===== config.mk =====
export PLATFORM = sky130hd
export DESIGN_NAME = adc_pretrigger_delay
export DESIGN_NICKNAME = d
export VERILOG_FILES = /design/src/rtl/adc_delay_pkg.sv /design/src/rtl/delay_tap_mux.sv /design/src/rtl/adc_pretrigger_delay.sv
export SDC_FILE = /design/constraint.sdc
export NUM_CORES = 1
export LEC_CHECK = 0
export CORE_MARGIN = 5
export CORE_UTILIZATION = 45
export CTS_CLUSTER_SIZE = 20
export DETAILED_ROUTE_END_ITERATION = 10
export SLEW_MARGIN = 0
export SYNTH_ARGS = -nofsm -noshare
export SYNTH_HDL_FRONTEND = slang
export SYNTH_SLANG_ARGS = --single-unit

===== constraint.sdc =====
create_clock -name i_clk -period 2.9 [get_ports i_clk]
set_clock_uncertainty 0.15 [all_clocks]
set_input_delay 0.58 -clock i_clk [delete_from_list [all_inputs] [get_ports i_clk]]
set_output_delay 0.58 -clock i_clk [all_outputs]
set_load 0.02 [all_outputs]

===== src/rtl/adc_delay_pkg.sv =====
// Shared definitions for the ADC pre-trigger delay line.
//   state_t           : RUN (shifting) / FROZEN (capture held for readout)
//   DATA_W_DEF        : default ADC sample width
//   DEPTH_DEF         : default number of delay stages
//   clamp_idx()       : limits an index to the last valid stage
package adc_delay_pkg;

  typedef enum logic {
    RUN    = 1'b0,
    FROZEN = 1'b1
  } state_t;

  localparam int DATA_W_DEF = 14;
  localparam int DEPTH_DEF  = 20;

  // Indices past the end of the line select the oldest stage.
  function automatic int unsigned clamp_idx(input int unsigned idx, input int unsigned depth);
    return (idx >= depth) ? depth - 1 : idx;
  endfunction

endpackage


===== src/rtl/delay_tap_mux.sv =====
// Registered DEPTH:1 selector over the delay-line stages.
// Ports:
//   i_clk    : system clock
//   i_rst    : synchronous active-high reset, clears o_data
//   i_stages : all stage contents, stage[0] = newest
//   i_sel    : stage index, clamped to DEPTH-1
//   o_data   : stage[clamped i_sel], one cycle later
module delay_tap_mux
  import adc_delay_pkg::*;
#(
  parameter  int DATA_W = DATA_W_DEF,
  parameter  int DEPTH  = DEPTH_DEF,
  localparam int IDX_W  = $clog2(DEPTH)
) (
  input  logic                           i_clk,
  input  logic                           i_rst,
  input  logic [DEPTH-1:0][DATA_W-1:0]   i_stages,
  input  logic [IDX_W-1:0]               i_sel,
  output logic [DATA_W-1:0]              o_data
);

  logic [IDX_W-1:0]  w_sel;
  logic [DATA_W-1:0] r_data;

  assign w_sel = IDX_W'(clamp_idx(32'(i_sel), 32'(DEPTH)));

  always_ff @(posedge i_clk) begin
    if (i_rst) begin
      r_data <= '0;
    end else begin
      r_data <= i_stages[w_sel];
    end
  end

  assign o_data = r_data;

endmodule


===== src/rtl/adc_pretrigger_delay.sv =====
// ADC sample delay line with selectable tap and pre-trigger freeze/readout.
// Ports:
//   i_clk, i_rst       : system clock, synchronous active-high reset
//   i_adc_in           : raw ADC sample
//   i_sample_en        : sample qualifier, line shifts only when high (and in RUN)
//   i_tap_sel          : delay tap, 0 = newest stored sample
//   o_tap_out          : registered stage[clamped tap_sel]
//   o_tap_valid        : selected tap has been written since reset/re-arm
//   i_freeze, i_rearm  : enter / leave the FROZEN capture state
//   o_frozen           : high while FROZEN
//   i_rd_idx, o_rd_data: registered readout of stage[clamped rd_idx]
//   o_fill_count       : accepted samples, saturating at DEPTH
//   o_primed           : fill_count == DEPTH
//
// state  | meaning
// RUN    | qualified samples shift into the line
// FROZEN | line and fill count held for readout; sample_en/freeze ignored
module adc_pretrigger_delay
  import adc_delay_pkg::*;
#(
  parameter  int DATA_W = DATA_W_DEF,
  parameter  int DEPTH  = DEPTH_DEF,
  localparam int IDX_W  = $clog2(DEPTH)
) (
  input  logic              i_clk,
  input  logic              i_rst,
  input  logic [DATA_W-1:0] i_adc_in,
  input  logic              i_sample_en,
  input  logic [IDX_W-1:0]  i_tap_sel,
  output logic [DATA_W-1:0] o_tap_out,
  output logic              o_tap_valid,
  input  logic              i_freeze,
  input  logic              i_rearm,
  output logic              o_frozen,
  input  logic [IDX_W-1:0]  i_rd_idx,
  output logic [DATA_W-1:0] o_rd_data,
  output logic [IDX_W:0]    o_fill_count,
  output logic              o_primed
);

  localparam logic [IDX_W:0] FILL_MAX = (IDX_W+1)'(DEPTH);

  state_t                          r_state;
  logic                            r_frozen;
  logic [DEPTH-1:0][DATA_W-1:0]    r_stages;
  logic [IDX_W:0]                  r_fill;
  logic                            r_tap_valid;
  logic                            w_shift;
  logic [IDX_W-1:0]                w_tap_sel;

  assign w_shift   = i_sample_en && (r_state == RUN);
  assign w_tap_sel = IDX_W'(clamp_idx(32'(i_tap_sel), 32'(DEPTH)));

  always_ff @(posedge i_clk) begin
    if (i_rst) begin
      r_state     <= RUN;
      r_frozen    <= 1'b0;
      r_stages    <= '0;
      r_fill      <= '0;
      r_tap_valid <= 1'b0;
    end else begin
      // Uses the fill count before this edge's update.
      r_tap_valid <= ({1'b0, w_tap_sel} < r_fill);

      if (w_shift) begin
        r_stages <= {r_stages[DEPTH-2:0], i_adc_in};
        if (r_fill != FILL_MAX) begin
          r_fill <= r_fill + 1'b1;
        end
      end

      // A sample arriving with freeze is still taken (w_shift uses the
      // pre-edge state); rearm takes priority over freeze when frozen.
      case (r_state)
        RUN: begin
          if (i_freeze) begin
            r_state  <= FROZEN;
            r_frozen <= 1'b1;
          end
        end
        FROZEN: begin
          if (i_rearm) begin
            r_state  <= RUN;
            r_frozen <= 1'b0;
            r_fill   <= '0;
          end
        end
        default: begin
          r_state  <= RUN;
          r_frozen <= 1'b0;
        end
      endcase
    end
  end

  delay_tap_mux #(
    .DATA_W (DATA_W),
    .DEPTH  (DEPTH)
  ) u_tap_mux (
    .i_clk    (i_clk),
    .i_rst    (i_rst),
    .i_stages (r_stages),
    .i_sel    (i_tap_sel),
    .o_data   (o_tap_out)
  );

  delay_tap_mux #(
    .DATA_W (DATA_W),
    .DEPTH  (DEPTH)
  ) u_rd_mux (
    .i_clk    (i_clk),
    .i_rst    (i_rst),
    .i_stages (r_stages),
    .i_sel    (i_rd_idx),
    .o_data   (o_rd_data)
  );

  assign o_tap_valid  = r_tap_valid;
  assign o_frozen     = r_frozen;
  assign o_fill_count = r_fill;
  assign o_primed     = (r_fill == FILL_MAX);

endmodule


==> results of run 1 <==
-- worst max-delay path by stage --
stage	end	slack, ns	depth (start not counted)
final	o_primed	0.29	5
after global routing	o_primed	0.20	5
after CTS	o_primed	0.29	5
after detailed placement	u_tap_mux.o_data[3]$_SDFF_PP0_	-0.1	6
after global placement	u_rd_mux.o_data[9]$_SDFF_PP0_	-0.06	8
after floorplan	o_tap_valid$_SDFF_PP0_	0.55	10
-- stage by stage --
stage | util [%] | area, um2 | power [mW] | worst slack [ns]
CTS | 53.7 | 18600 | 10.3 | 0.286
floorplan | - | 15900 | 5.26 | 0.545
global placement | 50.3 | 17400 | 5.79 | -0.0597
detailed placement | 50.3 | 17400 | 5.80 | -0.0962
finish | 53.7 | 18600 | 10.2 | 0.293
global route | 53.7 | 18600 | 10.6 | 0.198
-- kinds of logic after synthesis --
| group | synth area share [%] |
|---|---|
| AOI/OAI and AO/OA | 23.8 |
| buffers and inverters | 5.73 |
| DFF | 40.0 |
| and+or+nand+nor | 19.8 |
| muxes | 10.0 |
| xor gates and xnor gates | 0.166 |
| adders and majority gates | 0.395 |
-- routing by layer --
metal	track usage, %	wire (um)	part of all wire (%)
met5	0	7	0.013
met2	39.7	23500	43
met3	4.98	5020	9.2
met1	39.9	24600	45
met4	7.27	1320	2.4
-- repair_timing --
action / 4_1_cts / 5_1_grt
setup endpoints to repair: 1 / 0
resized for setup: 1 / 0
hold buffers: 0 / 0
-- state kept, by name, summed over array words and instances (netlist names) --
signal / count
r_stages: 280
o_frozen: 1
u_tap_mux.o_data: 14
u_rd_mux.o_data: 14
o_fill_count: 6
r_state: 1
o_tap_valid: 1
-- layout make-up --
type	count	area (um2)
Clock buffer	51	1080
Clock inverter	9	80.1
Fill cell	3280	16000
Inverter	13	48.8
Multi-Input combinational cell	1536	8630
Sequential cell	317	6350
Tap cell	455	569
Timing Repair Buffer	185	1840
-- where the power goes --
group          total (mW)  leakage [nW]  internal [mW]  switching [mW]
Clock                4.52         0.575           2.67            1.85
Combinational        1.27          3.35          0.457           0.808
Sequential           4.46          2.56           4.41          0.0569
-- cell usage in the layout, fill, tap and decap left out, types with 11 or more instances in the layout --
cell / count
o221ai_1: 14
a221o_1: 21
nor2_1: 51
a21oi_1: 320
dfxtp_1: 317
inv_1: 13
and2_1: 18
o211ai_1: 24
clkbuf_16: 37
nand2_1: 645
a221oi_1: 38
mux2i_1: 114
a211oi_1: 18
a211o_1: 28
mux2_2: 35
o22ai_1: 39
o2bb2ai_1: 13
a311o_1: 11
clkdlybuf4s50_1: 61
buf_12: 23
o21ai_0: 32
a31oi_1: 11
buf_4: 99
==> results.ini, run 1 <==
[synth]
synth-edff-count = 0
syn_inst = 2049
yosysWarnings = 0
synth_top_area_cell = dfxtp_1
synth.top_cell.area_share_pct = 40.0
synth_area_leaders = dfxtp_1, nand2_1, a21oi_1
synth_cell_types = 60
synth_fp_nets = 2083
synthTopCellsByCount = nand2_1, a21oi_1, dfxtp_1
syn_area_per_cell_um2 = 7.74
ys_seq_area_share_pct = 40.0
netlist_area_um2 = 15900
async_reset_ff_share_pct = 0
ys_seq_elements = 317
synth_most_common_cell = nand2_1
synthFlopType = dfxtp_1

[worst_setup_path]
cp.arrival_ns = 1.88
reg2reg_setup_slack_ns = 0.91
cp-start-kind = flip-flop
slowest_stage = dlygate4sd2_1
cp_max_fo = 6
critPathLaunch = o_fill_count[0]$_SDFF_PP0_
ff2ff_path_depth = 5
critical-path-max-stage-delay_ns = 0.38
cpLargestDelayFamily = buffers and inverters
worst_r2r_startpoint = r_state$_SDFF_PP0_
crit_chain = inv_1, ha_1, nand4_1, nor2_1, dlygate4sd2_1
critPathRequiredTime_ns = 2.17
path_buf_inv = 2
crit_type = flip-flop to output pin
worstReg2RegEnd = r_stages[198]$_SDFFE_PP0P_
crit_path_end_kind = output pin

[min_path]
min_delay_path_depth = 2
hold_class = input pin to flip-flop
holdPathEnd = r_stages[4]$_SDFFE_PP0P_
min_from = i_rst

[global_routing]
antenna_found_initial = 1
gr-total-overflow = 0
gr-usage-all-layers_pct = 26.8
grt_pass1_vias = 14100
grt_max_degree = 167
grt_pass1_wl_mm = 83.8

[power_and_ir_drop]
cellPowerDensity_nw_per_um2 = 551
p_leak_nw = 6.48
ir_drop_v = 0.000478

[finish]
syn2layout_area_growth_pct = 17.3
diodes = 0
final_nets = 2123
drive_gt1_share_pct = 11.1
final_cells = 2566

[sta]
finalCritPeriodShare_pct = 89.9
fin_crit_ns = 2.61
setup_viol = 0
rsz0062_at_grt = no
max_slew_margin_pct = 22.2
fin_tns_setup_ns = 0
fmax_ghz = 0.384
worst_slew_pin_slew_ns = 1.16
drv_slew = 0
whs_ns = 0.221
hold_viol_final = 0

[detailed_routing]
drc = 0
routedWlPerCell_um = 21.2
drt-pass1-iter-count = 5
drt-total-wl_mm = 54.5
ant_nets = 0
vias = 15400
vias_per_cell = 6.01
drt-initial-drc-count = 1909

[clock_tree]
htree_levels = 2
cts_setup_buffers = 0
insertion_delay_ns = 0.54
clockRootBuffer = clkbuf_16
cts_sinks = 317
cts_tree = built
cts.clk_slew.worst_paths_ns = 0.06
cts_made_buffers = 36
clk_path_buf_depth = 3

[placement]
dp_hpwl_mm = 36.6
io_buffers = 65
dpl.cell_count = 2506
gp_congestion = 0.934

[status]
status = finished clean

[die]
fp.dieH_um = 198
pin_count = 66
coreArea_um2 = 34600
initial_core_util_pct = 45.8
row_count = 68
dieWidth_um = 198
dieArea_um2 = 39100

[run]
cap_viol_max_count = 0

(Power assumes the default switching activity.)
==> run 2, diff against run 1 <==
--- a/config.mk
+++ b/config.mk
@@ -5,6 +5,7 @@
 export SDC_FILE = /design/constraint.sdc
 export NUM_CORES = 1
 export LEC_CHECK = 0
+export ABC_AREA = 1
 export CORE_MARGIN = 5
 export CORE_UTILIZATION = 45
 export CTS_CLUSTER_SIZE = 20
@@ -13,3 +14,4 @@
 export SYNTH_ARGS = -nofsm -noshare
 export SYNTH_HDL_FRONTEND = slang
 export SYNTH_SLANG_ARGS = --single-unit
+export TNS_END_PERCENT = 1
==> results.ini, run 2 <==
[global_routing]
grt_pass1_wl_mm = 92.1  ; +9.9%
grt_pass1_vias = 16300  ; +15%
grt_max_degree = 111  ; -34%
antenna_found_initial = 0  ; -1
gr-usage-all-layers_pct = 27.8  ; +1.1 points
gr-total-overflow = 0  ; unchanged

[power_and_ir_drop]
cellPowerDensity_nw_per_um2 = 628  ; +14%
ir_drop_v = 0.000479  ; +0.16%
p_leak_nw = 8.75  ; +35%
p_total_mw = 12.3  ; +20%

[synth]
synth_top_family_by_area = simple AND/OR/NAND/NOR gates
synthTopCellsByCount = nand3_1, nand2_1, inv_1
synthFlopType = dfxtp_1
yosysWarnings = 0  ; unchanged
synth.area.mux_share_pct = 0  ; -10 points
synth-simple-area-share_pct = 28.1  ; +8.3 points
netlist_area_um2 = 16700  ; +5.1%
syn_inst = 2623  ; +28%
synth_area_leaders = dfxtp_1, nand3_1, nand2_1
synth_top_area_cell = dfxtp_1
ys_seq_area_share_pct = 38.1  ; -1.9 points
synth-edff-count = 0  ; unchanged
ys_seq_elements = 317  ; unchanged
synthAdderAreaFrac_pct = 0.376  ; -0.019 points
synth_xor_area_share_pct = 0.263  ; +0.097 points
synth.top_cell.area_share_pct = 38.1  ; -1.9 points
async_reset_ff_share_pct = 0  ; unchanged
synth_fp_nets = 2657  ; +28%
synth_compound_area_share_pct = 20.6  ; -3.1 points
synth_most_common_cell = nand3_1
syn_area_per_cell_um2 = 6.35  ; -18%
synth_cell_types = 27  ; -55%

[placement]
gp_congestion = 0.869  ; -7.0%
dpl.cell_count = 3039  ; +21%
io_buffers = 65  ; unchanged
place_area_um2 = 18300  ; +5.0%
dp_hpwl_mm = 37.5  ; +2.5%

[status]
status = finished clean

[die]
pin_count = 66  ; unchanged
row_count = 70  ; +2.9%
fp.dieH_um = 202  ; +2.4%
initial_core_util_pct = 45.5  ; -0.29 points
dieWidth_um = 202  ; +2.4%
dieArea_um2 = 40900  ; +4.8%
coreArea_um2 = 36600  ; +5.7%

[run]
cap_viol_max_count = 0  ; unchanged

[clock_tree]
clk_path_buf_depth = 3  ; unchanged
ctsHoldBuffers = 0  ; unchanged
clockRootBuffer = clkbuf_16
cts_made_buffers = 37  ; +2.8%
cts_resized = 0  ; -1
cts_tree = built
cts.clk_slew.worst_paths_ns = 0.06  ; about the same
insertion_delay_ns = 0.54  ; about the same
htree_levels = 2  ; unchanged
cts_sinks = 317  ; unchanged
cts_setup_buffers = 0  ; unchanged

[worst_setup_path]
crit_chain = inv_1, ha_1, nand4_1, inv_1, clkdlybuf4s50_1
cp.arrival_ns = 1.94  ; +0.06 ns
slowest_stage = clkdlybuf4s50_1
cpLargestDelayFamily = buffers and inverters
critPathRequiredTime_ns = 2.17  ; about the same
cp_max_fo = 4  ; -2
cp_common_cell = inv_1
crit_type = flip-flop to output pin
critical-path-max-stage-delay_ns = 0.60  ; +0.22 ns
cp-start-kind = flip-flop
crit_path_end_kind = output pin
path_buf_inv = 3  ; +1

[detailed_routing]
drc = 0  ; unchanged
routedWlPerCell_um = 18.8  ; -11%
vias_per_cell = 5.63  ; -6.2%
drt-initial-drc-count = 1925  ; +0.84%
drt-pass1-iter-count = 6  ; +1
drt-total-wl_mm = 58.5  ; +7.3%
vias = 17500  ; +13%
ant_nets = 0  ; unchanged

[sta]
max_slew_margin_pct = 51.3  ; +29 points
fin_tns_setup_ns = 0  ; unchanged
whs_ns = 0.329  ; +0.108 ns
setup_viol = 0  ; unchanged
finalCritPeriodShare_pct = 92.0  ; +2.1 points
worst_slew_pin_slew_ns = 0.729  ; -0.433 ns
fin_crit_ns = 2.67  ; +0.0614 ns
rsz0062_at_grt = no
hold_viol_final = 0  ; unchanged
fmax_ghz = 0.375  ; -2.3%
drv_slew = 0  ; unchanged

[finish]
final_nets = 2644  ; +25%
final_cells = 3103  ; +21%
largest_register_ff_count = 280  ; unchanged
layout_common_cells = nand3_1, nand2_1, inv_1
syn2layout_area_growth_pct = 17.4
largest_register = r_stages
drive_gt1_share_pct = 6.64  ; -4.5 points
mostFrequentLayoutCell = nand3_1
fin_area_um2 = 19600  ; +5.2%
diodes = 0  ; unchanged

[min_path]
hold_class = flip-flop to flip-flop

## run 2: cell type report
type	count	area, um2
Timing Repair Buffer	164	1880
Multi-Input combinational cell	1765	8270
Clock inverter	15	208
Tap cell	468	586
Sequential cell	317	6350
Inverter	325	1220
Fill cell	3743	17100
Clock buffer	49	1040
## run 2: cells by family after synthesis
group,after synthesis
adders and majority gates,5
AOI/OAI and AO/OA,673
buffers and inverters,541
and+or+nand+nor,1082
xor gates and xnor gates,5
DFF,317
## run 2: final timing paths
| path | from | to | slack, ns | cells after the start |
|---|---|---|---|---|
| worst max register to register | r_state$_SDFF_PP0_ | r_stages[123]$_SDFFE_PP0P_ | 1.27 | 6 |
| worst min-delay path | r_stages[274]$_SDFFE_PP0P_ | r_stages[274]$_SDFFE_PP0P_ | 0.33 | 2 |
| worst min register to register | r_stages[274]$_SDFFE_PP0P_ | r_stages[274]$_SDFFE_PP0P_ | 0.33 | 2 |
| worst max-delay path | o_fill_count[1]$_SDFF_PP0_ | o_primed | 0.23 | 5 |
## run 2: worst register-to-register path, stage by stage, from the launching register on
cell and delay, ns:
dfxtp_1 0.32, inv_1 0.10, nand2_4 0.12, buf_12 0.21, buf_4 0.24, o21ai_0 0.30, a21oi_1 0.07
## run 2: per-stage QoR
step	setup WS (ns)	utilization, %
after global routing	0.177	53.4
after floorplan	0.796	-
after global placement	-0.131	50.0
after CTS	0.201	53.4
final	0.232	53.4
after detailed placement	-0.137	50.0
## run 2: where the power goes
| part | switching (mW) | internal, mW | total, mW |
|---|---|---|---|
| sequential | 0.208 | 4.72 | 4.93 |
| clock | 1.92 | 2.96 | 4.88 |
| combinational | 1.61 | 0.862 | 2.47 |
| total | 3.73 | 8.54 | 12.3 |
## run 2: per-layer routing
metal / up-vias / track usage (%) / wire length, um
met2: 803 / 43.1 / 25500
met1: 7997 / 38.9 / 25800
li1: 8559 / - / -
met3: 119 / 5.05 / 5080
met4: 0 / 10.2 / 2040
met5: - / 0 / 0
